--- config.mk ---
export PLATFORM = sky130hd
export DESIGN_NAME = udp_table_seq_eval
export DESIGN_NICKNAME = d
export VERILOG_FILES = /design/src/rtl/udp_table_seq_eval.sv
export SDC_FILE = /design/constraint.sdc
export NUM_CORES = 1
export LEC_CHECK = 0
export CAP_MARGIN = 20
export CORE_MARGIN = 4
export CORE_UTILIZATION = 35
export DETAILED_ROUTE_END_ITERATION = 10
export PLACE_DENSITY_LB_ADDON = 0.25
export SYNTH_ARGS = -nofsm -noshare
export SYNTH_HDL_FRONTEND = slang
export SYNTH_SLANG_ARGS = --single-unit
--- constraint.sdc ---
create_clock -name i_clk -period 2.56 [get_ports i_clk]
set_clock_uncertainty 0.15 [all_clocks]
set_input_delay 0.256 -clock i_clk [delete_from_list [all_inputs] [get_ports i_clk]]
set_output_delay 0.256 -clock i_clk [all_outputs]
set_load 0.1 [all_outputs]
--- src/rtl/udp_table_seq_eval.sv ---
// Run-time loadable UDP truth/state table evaluator. A table indexed by {q, previous inputs,
// current inputs} yields the next q (0, 1, hold or x); one sample per cycle, one cycle latency.
module udp_table_seq_eval #(
  parameter int unsigned N_IN   = 2,
  parameter bit          SEQ    = 1'b1,
  parameter bit          INIT_Q = 1'b0,
  localparam int unsigned AW    = 1 + 2 * N_IN
) (
  input  logic            i_clk,
  input  logic            i_rst,
  input  logic            i_cfg_start,
  input  logic            i_cfg_we,
  input  logic [AW-1:0]   i_cfg_addr,
  input  logic [1:0]      i_cfg_data,
  input  logic            i_cfg_done,
  input  logic            i_in_valid,
  output logic            o_in_ready,
  input  logic [N_IN-1:0] i_in_data,
  output logic            o_out_valid,
  output logic            o_out_q,
  output logic            o_out_x,
  output logic            o_busy_cfg
);

  localparam int unsigned Depth = 1 << AW;

  typedef enum logic [1:0] {StUncfg, StLoad, StRun} state_e;

  state_e          r_state;
  state_e          w_state_next;
  logic [1:0]      r_table [Depth];
  logic            r_q;
  logic            r_out_valid;
  logic            r_out_x;
  logic [N_IN-1:0] r_prev;
  logic            r_first;

  logic [N_IN-1:0] w_prev;
  logic [AW-1:0]   w_idx;
  logic [1:0]      w_code;
  logic            w_accept;
  logic            w_load_to_run;

  // State register
  always_ff @(posedge i_clk) begin
    if (i_rst) begin
      r_state <= StUncfg;
    end else begin
      r_state <= w_state_next;
    end
  end

  // Next-state logic; in LOAD cfg_done takes priority over cfg_start
  always_comb begin
    w_state_next = r_state;
    unique case (r_state)
      StUncfg: if (i_cfg_start) w_state_next = StLoad;
      StLoad:  if (i_cfg_done)  w_state_next = StRun;
      StRun:   if (i_cfg_start) w_state_next = StLoad;
      default: w_state_next = StUncfg;
    endcase
  end

  // Output decode, purely from state
  always_comb begin
    o_in_ready = 1'b0;
    o_busy_cfg = 1'b0;
    unique case (r_state)
      StLoad:  o_busy_cfg = 1'b1;
      StRun:   o_in_ready = 1'b1;
      default: ;
    endcase
  end

  assign w_accept      = i_in_valid & o_in_ready;
  assign w_load_to_run = (r_state == StLoad) & i_cfg_done;

  // The first sample after (re)start sees prev == current, so it can never look like an edge.
  assign w_prev = r_first ? i_in_data : r_prev;

  always_comb begin
    if (SEQ) begin
      w_idx = {r_q, w_prev, i_in_data};
    end else begin
      w_idx = {{(AW - N_IN){1'b0}}, i_in_data};
    end
  end

  assign w_code = r_table[w_idx];

  // Table survives reset; only written while loading
  always_ff @(posedge i_clk) begin
    if (!i_rst && (r_state == StLoad) && i_cfg_we) begin
      r_table[i_cfg_addr] <= i_cfg_data;
    end
  end

  always_ff @(posedge i_clk) begin
    if (i_rst) begin
      r_q         <= INIT_Q;
      r_out_valid <= 1'b0;
      r_out_x     <= 1'b0;
      r_prev      <= '0;
      r_first     <= 1'b1;
    end else begin
      r_out_valid <= w_accept;
      r_out_x     <= w_accept && (w_code == 2'b11);
      if (w_load_to_run) begin
        r_q     <= INIT_Q;
        r_first <= 1'b1;
      end else if (w_accept) begin
        case (w_code)
          2'b00:   r_q <= 1'b0;
          2'b01:   r_q <= 1'b1;
          default: r_q <= r_q;
        endcase
        r_prev  <= i_in_data;
        r_first <= 1'b0;
      end
    end
  end

  assign o_out_valid = r_out_valid;
  assign o_out_q     = r_q;
  assign o_out_x     = r_out_x;

endmodule

==> impl_results.md <==
- Outcome: finished, final reports clean
- Crit path cell chain: clkdlybuf4s50_1, buf_12, mux4_2, nor2b_1, a2111oi_0, nor4_1, o311ai_1, nand2_1
- Avg Cell Area, Syn: 15.57 µm²
- Global-route wire length before repair: 9742 µm
- Final Total Pwr: 2.545 mW
- Min Hold Slack: 0.3262 ns
- DR DRC count: 0
- YS warnings: 0
- Slew @ Worst Pin: 0.4409 ns
- PnR worst setup slack: 0.2566 ns
- DP Worst Slack: -0.09330 ns
- Die height: 101.1 µm
- H-tree Lvls: 3
- Post-synthesis register bit count: 72
- DRT iter0 DRCs: 57
- Syn_nets: 210
- Share of layout cells above drive strength 1: 22.27%
- Initial core utilization: 36.39%
- Worst EP arrival: 2.39 ns
- Max incr delay on CP: 0.51 ns
- DPL Wire Length: 3937 µm
- Overflow left after global routing: 0
- Fin util: 44.19%
- Fin. Hold Viols: 0
- Critical path peak fanout: 11
- Synthesized cell area: 3035 µm²
- Final setup TNS: 0 ns
- Fin. max-slew vios: 0
- Hold_buf cts: 0
- Area delta synth->final: 21.43%
- Clock slew at reported path FFs: 0.08 ns
- IO buf count: 19
- Register area share after synthesis: 68.59%
- All-Layer GR Usage: 13.00%
- Most frequent cells in the layout: edfxtp_1, nor2_1, buf_4
- Post-route cell area: 3686 µm²
- Hold Crit Class: reg2reg
- Max IR drop VDD: 350.0 µV
- Row cnt: 33
- Post-Syn Instances: 195
- Critical path capture point type: flip-flop
- Io pins: 20
- Sink Count: 72
- Final worst-path cycle share: 89.98%
- Dpl cells: 327
- Required @ worst endpoint: 2.65 ns
- Total CTS buffers: 9
- Number of post-CTS setup repair buffers: 0
- Die area: 10230 µm²
- Initial antenna violation count: 0
- RSZ-0062 raised after global routing: false
- Power density over cell area: 690.4 nW/µm²
- Minimum clock period: 2.303 ns
- DIE WIDTH: 101.1 µm
- Top delay family on crit path: buffers and inverters
- Via density: 5.029
- Unique masters post-synth: 33
- Longest Clk Path Bufs: 2
- Leak: 1.228 nW
- Clock Latency Late Sink: 0.34 ns
- Relative slew slack: 69.77%
- Commonest non-fill, non-tap cell in the layout: edfxtp_1
- Largest net degree at the start of global routing: 33
- Post-route ant nets: 0
- Kind of critical path: in2reg
- Vias in the first global route: 1827
- Peak Freq: 434.1 MHz
- Routed via count: 1725
- Drt total wl: 5958 µm
- Post-CTS sizing: 0
- Final setup violation count: 0
- Buffers plus inverters on the worst setup path: 2
- Drt pass-1 iters: 4
- CTS tree: done
- Average routed wire per standard cell: 17.37 µm
- Max_cap viols: 0
- Core area: 8341 µm²
- Nature of the critical path startpoint: input port
- Nets@finish: 248
- Placed Area: 3443 µm²
- Clock root cell: clkbuf_8
- Ant diodes: 0
- CP max-delay cell: clkdlybuf4s50_1
- Finished Layout Cells: 343
- RD Place Congestion: 0.7718
-- flip-flops by register name, summed over array words and instances, names as in the netlist --
signal / flops
r_state: 2
r_first: 1
r_prev: 2
r_table: 64
o_out_valid: 1
o_out_q: 1
o_out_x: 1
-- kinds of logic (layout without fill, tap and decap cells) --
logic type / after synthesis / after routing / share of synthesized area [%]
AOI/OAI and AO/OA: 16 / 16 / 3.669
muxes: 26 / 26 / 15.13
DFF: 72 / 72 / 68.59
buffers and inverters: 8 / 51 / 1.443
and+or+nand+nor: 73 / 73 / 11.17
-- synth_stat cells, drive strengths merged --
master	number	area, µm²
a2111oi	2	17.52
a21boi	1	7.510
a21oi	5	25.02
a22oi	1	7.510
a2bb2oi	1	8.760
and3	3	18.77
and3b	1	8.760
buf	4	28.78
clkbuf	2	7.510
dfxtp	8	160.2
edfxtp	64	1922
inv	2	7.510
mux2	3	33.78
mux2i	9	102.6
mux4	14	322.8
nand2	12	45.04
nand2b	1	6.260
nand3	4	20.02
nand3b	4	30.03
nor2	38	142.6
nor2b	6	37.54
nor4	1	6.260
o211ai	3	22.52
o22ai	1	6.260
o311ai	1	8.760
o31ai	1	7.510
or3	1	6.260
or3b	2	17.52
-- layer usage --
layer / routed length, µm / global-route usage (%)
met5: 0 / 0
met4: 53 / 2.761
met3: 302 / 4.775
met2: 3004 / 21.68
met1: 2597 / 16.31
-- report_power, final --
group,internal [mW],switching (mW)
Clock,0.653,0.430
Sequential,1.28,0.00308
Combinational,0.0827,0.0967
-- worst min-delay path: cells and delay by family (launching register included) --
family	cells	cell delay, ns
AOI/OAI and AO/OA	1	0.06
DFF	1	0.32
and+or+nand+nor	1	0.06
-- area by class of cell --
cell class | count | area (µm²)
tap | 105 | 131.4
multi-input combinational | 115 | 914.6
fill | 786 | 4654
timing repair buffer | 33 | 307.8
clock buffer | 10 | 127.6
inverter | 2 | 7.507
sequential | 72 | 2082
clock inverter | 6 | 115.1
-- worst paths after layout --
check | from | end | slack [ns] | cells past startpoint
worst max-delay path | i_in_data[0] | o_out_q | 0.26 | 8
worst min-delay path | r_prev[1] | r_prev[1] | 0.33 | 2
worst max register to register | r_first | o_out_x | 0.36 | 6
worst min register to register | r_prev[1] | r_prev[1] | 0.33 | 2
No activity file was read; power rests on OpenSTA's default activity.
